## src/rtl/prim_reqack_pkg.sv

```systemverilog
// Shared types and sizing helpers for the req/ack initiator and its request buffer.
package prim_reqack_pkg;

   typedef enum logic {
      IDLE = 1'b0,
      REQ  = 1'b1
   } state_e;

   // Bits needed to hold 0..max_val, never less than one.
   function automatic int unsigned cnt_width(input int unsigned max_val);
      return (max_val > 0) ? $clog2(max_val + 1) : 1;
   endfunction

endpackage

```

## src/rtl/fifo_v3.sv

```systemverilog
// Small synchronous FIFO used as the initiator's request buffer.
// Storage is reset to zero so the head output is defined after reset.
module fifo_v3
   import prim_reqack_pkg::*;
#(
   parameter bit          FALL_THROUGH = 1'b0,
   parameter int unsigned DATA_WIDTH   = 32,
   parameter int unsigned DEPTH        = 2,
   localparam int unsigned AddrW       = (DEPTH > 1) ? $clog2(DEPTH) : 1,
   localparam int unsigned CntW        = cnt_width(DEPTH)
) (
   input  logic                  clk_i,
   input  logic                  rst_ni,
   output logic                  full_o,
   output logic                  empty_o,
   output logic [CntW-1:0]       usage_o,
   input  logic [DATA_WIDTH-1:0] data_i,
   input  logic                  push_i,
   output logic [DATA_WIDTH-1:0] data_o,
   input  logic                  pop_i
);

   localparam logic [AddrW-1:0] LastAddr = AddrW'(DEPTH - 1);
   localparam logic [CntW-1:0]  FullCnt  = CntW'(DEPTH);

   logic [AddrW-1:0]      rd_ptr_q, rd_ptr_d;
   logic [AddrW-1:0]      wr_ptr_q, wr_ptr_d;
   logic [CntW-1:0]       usage_q, usage_d;
   logic [DATA_WIDTH-1:0] mem_q [DEPTH];
   logic                  mem_we;

   assign full_o  = (usage_q == FullCnt);
   assign empty_o = (usage_q == '0);
   assign usage_o = usage_q;

   always_comb begin
      rd_ptr_d = rd_ptr_q;
      wr_ptr_d = wr_ptr_q;
      usage_d  = usage_q;
      mem_we   = 1'b0;
      data_o   = mem_q[rd_ptr_q];

      if (push_i && !full_o) begin
         mem_we   = 1'b1;
         wr_ptr_d = (wr_ptr_q == LastAddr) ? '0 : wr_ptr_q + AddrW'(1);
         usage_d  = usage_d + CntW'(1);
      end
      if (pop_i && !empty_o) begin
         rd_ptr_d = (rd_ptr_q == LastAddr) ? '0 : rd_ptr_q + AddrW'(1);
         usage_d  = usage_d - CntW'(1);
      end

      // Bypass an empty buffer; a same-cycle pop consumes the word without storing it.
      if (FALL_THROUGH && empty_o && push_i) begin
         data_o = data_i;
         if (pop_i) begin
            mem_we   = 1'b0;
            wr_ptr_d = wr_ptr_q;
            usage_d  = usage_q;
         end
      end
   end

   always_ff @(posedge clk_i or negedge rst_ni) begin
      if (!rst_ni) begin
         rd_ptr_q <= '0;
         wr_ptr_q <= '0;
         usage_q  <= '0;
         for (int i = 0; i < int'(DEPTH); i++) begin
            mem_q[i] <= '0;
         end
      end else begin
         rd_ptr_q <= rd_ptr_d;
         wr_ptr_q <= wr_ptr_d;
         usage_q  <= usage_d;
         if (mem_we) begin
            mem_q[wr_ptr_q] <= data_i;
         end
      end
   end

endmodule

```

## src/rtl/prim_reqack_initiator.sv

```systemverilog
// Buffers upstream transactions and presents them one at a time on a req/ack
// handshake toward a synchronizer, with an optional sticky no-ack timeout flag.
module prim_reqack_initiator
   import prim_reqack_pkg::*;
#(
   parameter int unsigned Width         = 32,
   parameter int unsigned Depth         = 2,
   parameter int unsigned TimeoutCycles = 0
) (
   input  logic             clk_i,
   input  logic             rst_ni,
   input  logic             in_valid_i,
   output logic             in_ready_o,
   input  logic [Width-1:0] in_data_i,
   output logic             req_o,
   input  logic             ack_i,
   output logic [Width-1:0] data_o,
   output logic             done_o,
   output logic             busy_o,
   output logic             timeout_o,
   input  logic             clr_timeout_i
);

   localparam int unsigned CntW = cnt_width(Depth);

   state_e            state_q, state_d;
   logic [CntW-1:0]   count;
   logic              fifo_full, fifo_empty;
   logic              push, pop;

   assign in_ready_o = ~fifo_full;
   assign push       = in_valid_i & in_ready_o;
   assign pop        = (state_q == REQ) & ack_i;

   fifo_v3 #(
      .FALL_THROUGH (1'b0),
      .DATA_WIDTH   (Width),
      .DEPTH        (Depth)
   ) u_req_buf (
      .clk_i   (clk_i),
      .rst_ni  (rst_ni),
      .full_o  (fifo_full),
      .empty_o (fifo_empty),
      .usage_o (count),
      .data_i  (in_data_i),
      .push_i  (push),
      .data_o  (data_o),
      .pop_i   (pop)
   );

   always_comb begin
      state_d = state_q;
      case (state_q)
         IDLE: if (!fifo_empty || push) state_d = REQ;
         // Keep REQ up across the ack whenever another word is (or is becoming) available.
         REQ:  if (ack_i) state_d = ((count > CntW'(1)) || push) ? REQ : IDLE;
         default: state_d = IDLE;
      endcase
   end

   always_ff @(posedge clk_i or negedge rst_ni) begin
      if (!rst_ni) begin
         state_q <= IDLE;
      end else begin
         state_q <= state_d;
      end
   end

   assign req_o  = (state_q == REQ);
   assign done_o = pop;
   assign busy_o = ~fifo_empty | req_o;

   if (TimeoutCycles > 0) begin : g_timer
      localparam int unsigned      TmrW   = cnt_width(TimeoutCycles);
      localparam logic [TmrW-1:0] TMax   = TmrW'(TimeoutCycles);
      localparam logic [TmrW-1:0] TMaxM1 = TmrW'(TimeoutCycles - 1);

      logic [TmrW-1:0] tmr_q, tmr_d;
      logic            reach_q, reach_d;
      logic            timeout_q, timeout_d;

      // reach marks the single edge at which the counter saturates, so a cleared
      // flag is not re-armed while the same request keeps waiting.
      always_comb begin
         tmr_d   = tmr_q;
         reach_d = 1'b0;
         if (state_q == IDLE && state_d == REQ) begin
            tmr_d = '0;
         end else if (state_q == REQ) begin
            if (ack_i) begin
               tmr_d = '0;
            end else if (tmr_q != TMax) begin
               tmr_d   = tmr_q + TmrW'(1);
               reach_d = (tmr_q == TMaxM1);
            end
         end
         timeout_d = reach_q ? 1'b1 : (clr_timeout_i ? 1'b0 : timeout_q);
      end

      always_ff @(posedge clk_i or negedge rst_ni) begin
         if (!rst_ni) begin
            tmr_q     <= '0;
            reach_q   <= 1'b0;
            timeout_q <= 1'b0;
         end else begin
            tmr_q     <= tmr_d;
            reach_q   <= reach_d;
            timeout_q <= timeout_d;
         end
      end

      assign timeout_o = timeout_q;
   end else begin : g_no_timer
      logic unused_clr_timeout;
      assign unused_clr_timeout = clr_timeout_i;
      assign timeout_o          = 1'b0;
   end

   data_stable_a: assert property (@(posedge clk_i) disable iff (!rst_ni)
      (req_o && !ack_i) |=> $stable(data_o));

   in_data_stable_a: assert property (@(posedge clk_i) disable iff (!rst_ni)
      (in_valid_i && !in_ready_o) |=> $stable(in_data_i));

endmodule

```

## config.mk

```make
export PLATFORM = sky130hd
export DESIGN_NAME = prim_reqack_initiator
export DESIGN_NICKNAME = d
export VERILOG_FILES = /design/src/rtl/prim_reqack_pkg.sv /design/src/rtl/fifo_v3.sv /design/src/rtl/prim_reqack_initiator.sv
export SDC_FILE = /design/constraint.sdc
export NUM_CORES = 1
export LEC_CHECK = 0
export BUFFER_PORTS_ARGS = -buffer_cell sky130_fd_sc_hd__buf_2
export CAP_MARGIN = 20
export CORE_ASPECT_RATIO = 1.4
export CORE_MARGIN = 1.5
export CORE_UTILIZATION = 54
export CTS_CLUSTER_SIZE = 12
export DETAILED_ROUTE_END_ITERATION = 6
export PLACE_DENSITY = 0.79
export SLEW_MARGIN = 20
export SYNTH_ARGS = -nofsm -noshare
export SYNTH_HDL_FRONTEND = slang
export SYNTH_SLANG_ARGS = --single-unit
```

## constraint.sdc

```tcl
create_clock -name clk_i -period 1.85 [get_ports clk_i]
set_input_delay 0.37 -clock clk_i [delete_from_list [all_inputs] [get_ports clk_i]]
set_output_delay 0.37 -clock clk_i [all_outputs]
set_load 0.05 [all_outputs]
```

# ---- Word-level counts from Yosys, hierarchy flattened
# Cells that the tools add are included.
dict set report classes {
  magnitude_cmp 4
  n_eq_ne 1
  reduce_logical 8
  addsub 4
  bitwise 8
  n_mux 15
}
# op count
set ops {}
lappend ops {{$mux 32} 4}
lappend ops {{$bwmux 64} 1}
lappend ops {{$demux 32 s1} 1}
lappend ops {{$mux 1} 6}
lappend ops {{$ge 2x2->1 const B} 2}
lappend ops {{$mux 2} 2}
lappend ops {{$not 1->2} 2}
lappend ops {{$logic_and 1x1->1} 3}
lappend ops {{$not 1->1} 3}
lappend ops {{$add 1x1->1 const B} 2}
lappend ops {{$add 2x1->2 const B} 1}
lappend ops {{$and 1x1->1} 2}
lappend ops {{$eq 2x2->1 const B} 1}
lappend ops {{$gt 2x1->1 const B} 1}
lappend ops {{$logic_not 1->1} 2}
lappend ops {{$logic_not 2->1} 1}
lappend ops {{$logic_or 1x1->1} 2}
lappend ops {{$lt 2x1->1 const B} 1}
lappend ops {{$pmux 1 s2} 1}
lappend ops {{$sub 2x1->2 const B} 1}
lappend ops {{$or 1x1->1} 1}
dict set report word_totals {
  elab_cells 46
  reg_bits 69
  inputBits 37
  out_inout_bits 37
}

# ---- Depth between registers and ports, before layout
# Gate-level depths: netlist (run 1).
dict set report logic_depth {
  ltp_word 7
  ltp_mapped 7
  depth_no_buf 6
}

# ---- Cells and area by module
# From an unflattened synthesis (run 1), not the netlist that was laid out.
dict set report hier_totals {
  hier_cells 203
  hier_area_um2 3129.3
}
# module seq_area_each_um2 instances area_each_um2 cells_per_inst
set modules_own_cells {}
lappend modules_own_cells {fifo_v3 1701.6 1 3054.2 194}
lappend modules_own_cells {prim_reqack_initiator 25.0 1 75.1 9}

# ---- Least setup slack after synthesis (run 1)
# Ideal clock, no wire load.
dict set report synth_timing {
  path_type {flip-flop to flip-flop}
  startpoint {register u_req_buf.usage_q[0], in the netlist u_req_buf.usage_o[0]}
  endpoint {register u_req_buf.mem_q[32] (netlist name)}
  synth_period_minus_slack_ns 1.617
  required_ns 1.725
  path_stages_with_launch 8
  path_slack_ns 0.233
  arrival_ns 1.491
  cell_sequence {dfrtp_1 -> inv_1 -> ha_1 -> nor2b_4 -> nor2b_4 -> buf_6 -> buf_12 -> mux2_4}
}
dict set report synth_via {
  elab_chain_cells 5
  elab_cells_between_ends 6
}
# item line_no
set synth_rtl {}
lappend synth_rtl {{from (decl)} fifo_v3.sv:28} ;# logic [CntW-1:0] usage_q, usage_d;
lappend synth_rtl {{from (signal assigned)} fifo_v3.sv:75} ;# usage_q <= usage_d;
lappend synth_rtl {{$eq 2x2->1 *} fifo_v3.sv:32} ;# assign full_o = (usage_q == FullCnt);
lappend synth_rtl {{$not 1->1} prim_reqack_initiator.sv:31} ;# assign in_ready_o = ~fifo_full;
lappend synth_rtl {{$and 1x1->1} prim_reqack_initiator.sv:32} ;# assign push = in_valid_i & in_ready_o;
lappend synth_rtl {{$logic_and 1x1->1 *} fifo_v3.sv:43} ;# if (push_i && !full_o) begin
lappend synth_rtl {{$mux 1 *} fifo_v3.sv:43}
lappend synth_rtl {{to (signal, indexed assignment)} fifo_v3.sv:77} ;# mem_q[wr_ptr_q] <= data_i;
lappend synth_rtl {{to (decl)} fifo_v3.sv:29} ;# logic [DATA_WIDTH-1:0] mem_q [DEPTH];
# Mark *: on every way between the ends. The rest lies on a longest branch, timed or not.
# A chain may end at the register's enable or synchronous reset.

# ---- Worst setup path in the final report (run 1)
dict set report layout_timing {
  startpoint {register u_req_buf.rd_ptr_q}
  endpoint {output data_o[1]}
}
dict set report layout_via {
  elab_chain_cells 4
}
# item line_no
set layout_rtl {}
lappend layout_rtl {{from (decl)} fifo_v3.sv:26} ;# logic [AddrW-1:0] rd_ptr_q, rd_ptr_d;
lappend layout_rtl {{from (signal assigned)} fifo_v3.sv:73} ;# rd_ptr_q <= rd_ptr_d;
lappend layout_rtl {{$not 1->2 (not written as such)} fifo_v3.sv:41} ;# data_o = mem_q[rd_ptr_q];
lappend layout_rtl {{$mux 32 (not written as such) (3 in a row)} fifo_v3.sv:41}
lappend layout_rtl {{to (decl)} prim_reqack_initiator.sv:17} ;# output logic [Width-1:0] data_o,
# Every way passes these cells. The select of a mux whose other input is x is not followed.

==> reports/metrics.cfg, run 1 <==
[hold_path]
hold_path.class = in -> async

[setup_path]
crit_type = reg -> out
slowest_delay_ps = 390
crit_slowest_cell = dfrtp_2
worstPathRequired_ps = 1480
cp-end-kind = output port
crit_path_max_fanout = 7
r2r_start = u_req_buf.usage_o[0]
cp.arrival_ps = 1490
startpoint = u_req_buf.rd_ptr_q
r2r-end = u_req_buf.mem_q[33]
r2r_cells = 6
reg2reg_slack_ps = 140
start_kind = flop
path_cells = bufbuf_16, mux2_2, buf_6
crit_end = data_o[1]

[clock_tree]
cts_buffers = 9
cts_tree = done
cts-htree-levels = 3
numClockSinks = 69
cts_root_buf = clkbuf_8
cts.path.max_buffers = 2
clk-insertion-delay-late_ps = 330
path_clk_slew_ps = 60
ctsHoldBuffers = 0

[yosys]
synth_area_per_cell_sq_um = 15.88
yosys.area.top_type_share = 0.5330
synthCells = 204
synth_simple_gate_area_frac = 0.02124
ys_ff_latch = 69
synth_compound_area_frac = 0.003090
synth.most_common_cell = dfrtp_1
synth_top_family_by_area = multiplexers
synthTopCellsByArea = dfrtp_1 53%, mux2_2 22%, mux2_4 14%, buf_12 1.9%, ha_1 1.5%
yosysWarnings = 0
synth_largest_area_cell = dfrtp_1
yosys-top-cells-count = 69 x dfrtp_1, 63 x mux2_2, 30 x mux2_4, 4 x ha_1, 4 x inv_1
synth_top_flop_cell = dfrtp_1
synthesis.nets = 245
synth-seq-area-share = 0.5330
synth_edf_count = 0
synthDistinctLibCells = 21
synth_xor_area_frac = 0.01352
synthMuxAreaShare = 0.3685
yosys.area_share.adder = 0.01545
postSynth.asyncResetShare = 1.000
syn_area_sq_mm = 0.003239

[placed_design]
place_ws_ps = 138.5
place_area_sq_mm = 0.003697
place_hpwl_microns = 3741
io_buffer_count = 71
dp_cells = 342
routabilityCongestion = 0.6964

[timing]
setup_violations = 5
worst_slack_ps = -5.689
setup_tns_ps = -15.18
final.min_clock_period_ps = 1856
drv_slew = 0
grt_setup_unrepaired = true
max_freq_mhz = 538.9
finalHoldViolCount = 0
fin_skew_ps = 6.645
post-route-period-util = 1.003

[layout]
area_delta_synth_final_pct = 28.97
final_area_sq_mm = 0.004178
multi_input_area_sq_mm = 0.001370
diodes = 0
fillers = 396
stdcell_count = 359
ff_latch_area_sq_mm = 0.001728
nets = 327
drive_above_1_share = 0.6713

[floorplanning]
floorplan.initialDensity = 0.5564
fp.dieH_microns = 94.64
die_width_microns = 68.46
die-area_sq_mm = 0.006479
core_sq_mm = 0.005822
rows = 33
ios = 74

[global_route]
grt_pass1_wl_microns = 9177
grt_max_degree = 70
grt_pass1_vias = 2013
antenna_found_initial = 0
grt_overflow = 0
grtUsageTotal = 0.1937

[drt]
top_layer = met4
drtAntennaViolNets = 0
wl_met1_microns = 2383
dr.pass1.iters = 3
vias_per_cell = 5.265
wire_per_inst_microns = 16.15
drc = 0
initialDrtViolationCount = 67
dr_wl_met2_microns = 3084
routed-wl-met3_microns = 223
route.vias.total = 1890
drt-total-wl_microns = 5797

[status]
outcome = complete, but fails checks
violations = setup timing

[run]
drv_cap = 0

==> registers in the layout, indices dropped and copies added (netlist names) <==
signal and count:
u_req_buf.usage_o 2, u_req_buf.rd_ptr_q 1, u_req_buf.mem_q 64, req_o 1, u_req_buf.wr_ptr_q 1
==> cells in the final DEF (no fill, tap or decap), types with 4 or more instances in the layout <==
cell and instances:
mux2_2 63, dfrtp_1 68, buf_6 32, ha_1 4, clkbuf_8 13, mux2_4 30
inv_1 4, buf_2 38, buf_12 8
==> metrics by stage <==
step | utilization | hold WS [ps]
3_5_place_dp | 0.6351 | 421.6
3_3_place_gp | 0.6351 | 416.2
6_report | 0.7176 | 49.23
2_1_floorplan | - | 74.41
4_1_cts | 0.7172 | 62.81
5_1_grt | 0.7176 | 83.04
==> worst max-delay path: cells and delay by family, from the launching register on <==
kind	cells	cell delay [ps]
mux	1	340
flops	1	390
buf+inv	2	420
==> what timing repair did <==
| item | in CTS | in global routing |
|---|---|---|
| gates resized for setup | 69 | 1 |
| cloned | 2 | 0 |
| hold endpoints to repair | 0 | 0 |
| buffers inserted | 1 | 0 |
| endpoints found under the setup margin | 17 | 33 |
==> worst min-delay path by stage <==
stage	startpoint	end	slack, ps
3_5_place_dp	rst_ni	req_o	420
3_3_place_gp	rst_ni	req_o	420
4_1_cts	rst_ni	req_o	60
2_1_floorplan	rst_ni	req_o	70
6_report	rst_ni	req_o	50
5_1_grt	rst_ni	u_req_buf.mem_q[60]	80
==> logic make-up after synthesis <==
logic type,count (synthesis)
compound gates,2
xor+xnor,5
fa+ha+maj,4
buf+inv,16
flops,69
mux,96
other cells,1
simple gates,11
==> final cells by class <==
class                           count  area share
Tap cell                           70     0.02096
Sequential cell                    69      0.4136
Multi-Input combinational cell    119      0.3279
Clock inverter                      1    0.001198
Clock buffer                       13     0.04283
Timing Repair Buffer               83      0.1899
Inverter                            4    0.003594
==> routing by layer <==
layer,GRT usage,vias to the layer above
li1,-,879
met1,0.2252,964
met2,0.3277,39
met3,0.03695,8
met4,0.1033,0
met5,0,-
Power of run 1 is left out: the tool's default activity adds up to more than one toggle a clock period on the data nets, which glitch-free logic cannot reach.
==> inputs of run 2 (changes only) <==
--- a/config.mk
+++ b/config.mk
@@ -13,6 +13,7 @@
 export CTS_CLUSTER_SIZE = 12
 export DETAILED_ROUTE_END_ITERATION = 6
 export PLACE_DENSITY = 0.79
+export REMOVE_ABC_BUFFERS = 1
 export SLEW_MARGIN = 20
 export SYNTH_ARGS = -nofsm -noshare
 export SYNTH_HDL_FRONTEND = slang
==> reports/metrics.cfg, run 2 (same netlist as run 1, synthesis figures left out) <==
[timing]
finalHoldViolCount = 0
tightest_slew_ps = 561.5
setup_violations = 1
drv_slew = 0
final.min_clock_period_ps = 1852
post-route-period-util = 1.001
max_freq_mhz = 539.9
fin_skew_ps = 10.85
slew_headroom = 0.6257
grt_setup_unrepaired = true
worst_slack_ps = -2.288

[setup_path]
startpoint = u_req_buf.rd_ptr_q
crit_path_max_fanout = 14
r2r_cells = 6
r2r_start = u_req_buf.usage_o[0]
cp-end-kind = output port
reg2reg_slack_ps = 120
cp.arrival_ps = 1480
start_kind = flop
crit_type = reg -> out
r2r-end = u_req_buf.mem_q[57]
worstPathRequired_ps = 1480

[clock_tree]
cts_buffers = 9
clk-insertion-delay-late_ps = 340
path_clk_slew_ps = 80
numClockSinks = 69
cts.path.max_buffers = 2
cts_root_buf = clkbuf_8
cts_tree = done
cts-htree-levels = 3

[layout]
drive_above_1_share = 0.6735
final_common_cell = dfrtp_1
layout_common_cells = 69 x dfrtp_1, 63 x mux2_2, 38 x buf_2, 32 x buf_6, 30 x mux2_4
post-route-util = 0.7155
area_delta_synth_final_pct = 28.58
regMostFlops = u_req_buf.mem_q
largest_register_ffs = 64
nets = 327
diodes = 0

[drt]
drtAntennaViolNets = 0
dr.pass1.iters = 4
drt-total-wl_microns = 6082
route.vias.total = 1862
drc = 0
wire_per_inst_microns = 16.85
vias_per_cell = 5.158
initialDrtViolationCount = 91

[status]
outcome = complete, but fails checks
violations = setup timing

[floorplanning]
floorplan.initialDensity = 0.5564
die-area_sq_mm = 0.006479
die_width_microns = 68.46
rows = 33
ios = 74
core_sq_mm = 0.005822
fp.dieH_microns = 94.64

[placed_design]
routabilityCongestion = 0.7612
place_hpwl_microns = 3871
place_ws_ps = 69.31
io_buffer_count = 71

[global_route]
grtUsageTotal = 0.2008
grt_pass1_wl_microns = 9515
grt_overflow = 0
grt_max_degree = 35
antenna_found_initial = 0
grt_pass1_vias = 2033

[hold_path]
hold_path.class = in -> async

[run]
drv_cap = 0

## run 2: cell types whose count changed in the layout (fill, tap and decap cells not counted), moves of 2 or more
cell       delta
buf_12        -3
buf_4         +3
bufinv_16     +2
clkbuf_8      -4
clkinv_4      +2
## run 2: area by class of cell
class / count / area, sq um
Tap cell: 70 / 87.58
Timing Repair Buffer: 83 / 748.2
Multi-Input combinational cell: 119 / 1373
Clock buffer: 10 / 127.6
Fill cell: 401 / 1657
Inverter: 4 / 15.01
Sequential cell: 69 / 1727
Clock inverter: 6 / 87.58
## run 2: worst max-delay path, cell delays in order (launching register included)
cell and delay (ps):
dfrtp_1 350, buf_4 140, buf_16 140, mux2_2 360
buf_6 160
## run 2: through the flow
step           cells  instance area, sq um  hold WS (ps)  setup TNS, ps
3_3_place_gp     341                  3677         384.5              0
6_report         361                  4165         16.33         -2.288
3_5_place_dp     341                  3677         392.7              0
5_1_grt          361                  4165         36.90          -1187
2_1_floorplan    192                  3112         74.41          -8253
4_1_cts          360                  4120         18.87         -15.12
## run 2: worst max-delay path by stage
| stage | cells after the start | slack [ps] | endpoint |
|---|---|---|---|
| after floorplan | 5 | -300 | u_req_buf.mem_q[33] |
| after CTS | 4 | -9 | data_o[15] |
| after detailed placement | 6 | 70 | u_req_buf.mem_q[33] |
| final | 4 | -2 | data_o[11] |
| after global routing | 4 | -50 | data_o[18] |
| after global placement | 6 | 120 | u_req_buf.mem_q[33] |
## run 2: routing by layer
metal  part of all wire  track usage  wire, microns  vias up
met1               0.42       0.2465           2576      936
met5                  0            0              0        -
met4              0.013      0.07500             81        0
li1                   -            -              -      877
met3              0.041      0.05602            250        8
met2               0.52       0.3301           3174       41
## run 2: repair_timing
action / 4_1_cts / 5_1_grt
pin swaps: 0 / 0
cloned: 1 / 1
setup buffers: 2 / 0
hold buffers: 0 / 0
resized for setup: 61 / 7
setup endpoints to repair: 28 / 42
Power of run 2 is left out for the same reason.
==> inputs of run 3 (changes only) <==
--- a/config.mk
+++ b/config.mk
@@ -13,6 +13,7 @@
 export CTS_CLUSTER_SIZE = 12
 export DETAILED_ROUTE_END_ITERATION = 6
 export PLACE_DENSITY = 0.79
+export RECOVER_POWER = 25
 export REMOVE_ABC_BUFFERS = 1
 export SLEW_MARGIN = 20
 export SYNTH_ARGS = -nofsm -noshare
==> reports/metrics.cfg, run 3 (same netlist as run 1, synthesis figures left out) <==
[placed_design]
routabilityCongestion = 0.7612
io_buffer_count = 71
place_hpwl_microns = 3871
place_ws_ps = 69.31
dp_cells = 341
place_area_sq_mm = 0.003677

[setup_path]
cp.arrival_ps = 1480
startpoint = u_req_buf.rd_ptr_q
crit_buf_inv = 3
worstPathRequired_ps = 1480
reg2reg_slack_ps = 120
crit_path_max_fanout = 14
r2r-end = u_req_buf.mem_q[57]
slowest_delay_ps = 360
crit_slowest_cell = mux2_2
cp-end-kind = output port
r2r_cells = 6
cp_top_family = buffers and inverters
r2r_start = u_req_buf.usage_o[0]
crit_type = reg -> out
path_cells = buf_4, buf_16, mux2_2, buf_6
start_kind = flop

[timing]
drv_slew = 0
grt_setup_unrepaired = true
worst_slack_ps = -2.572
post-route-period-util = 1.001
slew_headroom = 0.1554
fin_skew_ps = 10.85
tightest_slew_ps = 1267
finalHoldViolCount = 0
setup_violations = 1
max_freq_mhz = 539.8
final.min_clock_period_ps = 1853

[drt]
wire_per_inst_microns = 16.85
dr.pass1.iters = 4
initialDrtViolationCount = 91
route.vias.total = 1868
drt-total-wl_microns = 6083
drc = 0
vias_per_cell = 5.175
drtAntennaViolNets = 0

[floorplanning]
fp.dieH_microns = 94.64
rows = 33
ios = 74
core_sq_mm = 0.005822
die_width_microns = 68.46
floorplan.initialDensity = 0.5564
die-area_sq_mm = 0.006479

[layout]
regMostFlops = u_req_buf.mem_q
area_delta_synth_final_pct = 28.16
drive_above_1_share = 0.6701
final_common_cell = dfrtp_1
final_area_sq_mm = 0.004151
nets = 327
stdcell_count = 361
diodes = 0
largest_register_ffs = 64
layout_common_cells = 69 x dfrtp_1, 63 x mux2_2, 37 x buf_2, 32 x buf_6, 30 x mux2_4
post-route-util = 0.7131

[global_route]
grt_pass1_vias = 2033
grt_pass1_wl_microns = 9515
grtUsageTotal = 0.2008
grt_overflow = 0
antenna_found_initial = 0
grt_max_degree = 35

[clock_tree]
numClockSinks = 69
clk-insertion-delay-late_ps = 340
cts.path.max_buffers = 2
cts-htree-levels = 3
cts_buffers = 9
path_clk_slew_ps = 80
cts_tree = done
ctsHoldBuffers = 0
cts_root_buf = clkbuf_8

[hold_path]
hold_path.class = in -> reg
hold_depth = 2
hold_start = in_data_i[1]
min_delay_worst_endpoint = u_req_buf.mem_q[1]

[status]
outcome = complete, but fails checks
violations = setup timing

[run]
drv_cap = 0

run 3: changes by cell type in the layout (fill, tap and decap cells not counted):
cell,before,now
buf_2,38,37
clkbuf_4,1,2
clkbuf_1,1,2
buf_12,5,4
run 3: through the flow:
| step | TNS, ps | hold slack (ps) |
|---|---|---|
| floorplan | -8253 | 74.41 |
| global placement | 0 | 384.5 |
| detailed placement | 0 | 392.7 |
| CTS | -15.12 | 18.87 |
| global route | -1187 | 254.1 |
| finish | -2.572 | 258.4 |
run 3: cell type report:
cell class              count  area [sq um]
clock buffers              10         127.6
repair buffers             83         734.5
clock inverters             6         87.58
well taps                  70         87.58
inverters                   4         15.01
flip-flops and latches     69          1727
fillers                   402          1670
multi-input cells         119          1373
run 3: per-layer routing:
layer,vias to the layer above,routed length [microns],global-route usage,part of all wire
li1,877,-,-,-
met1,940,2568,0.2465,0.42
met2,43,3171,0.3301,0.52
met3,8,261,0.05602,0.043
met4,0,81,0.07500,0.013
met5,-,0,0,0
run 3: how the worst max path moves through the flow:
stage | end | depth (start not counted)
finish | data_o[11] | 4
global route | data_o[18] | 4
CTS | data_o[15] | 4
detailed placement | u_req_buf.mem_q[33] | 6
global placement | u_req_buf.mem_q[33] | 6
floorplan | u_req_buf.mem_q[33] | 5
run 3: repair_timing:
item | 4_1_cts | 5_1_grt
gates cloned | 1 | 1
buffers inserted | 2 | 0
setup endpoints to repair | 28 | 42
resized for setup | 61 | 7
Power of run 3 is left out for the same reason.
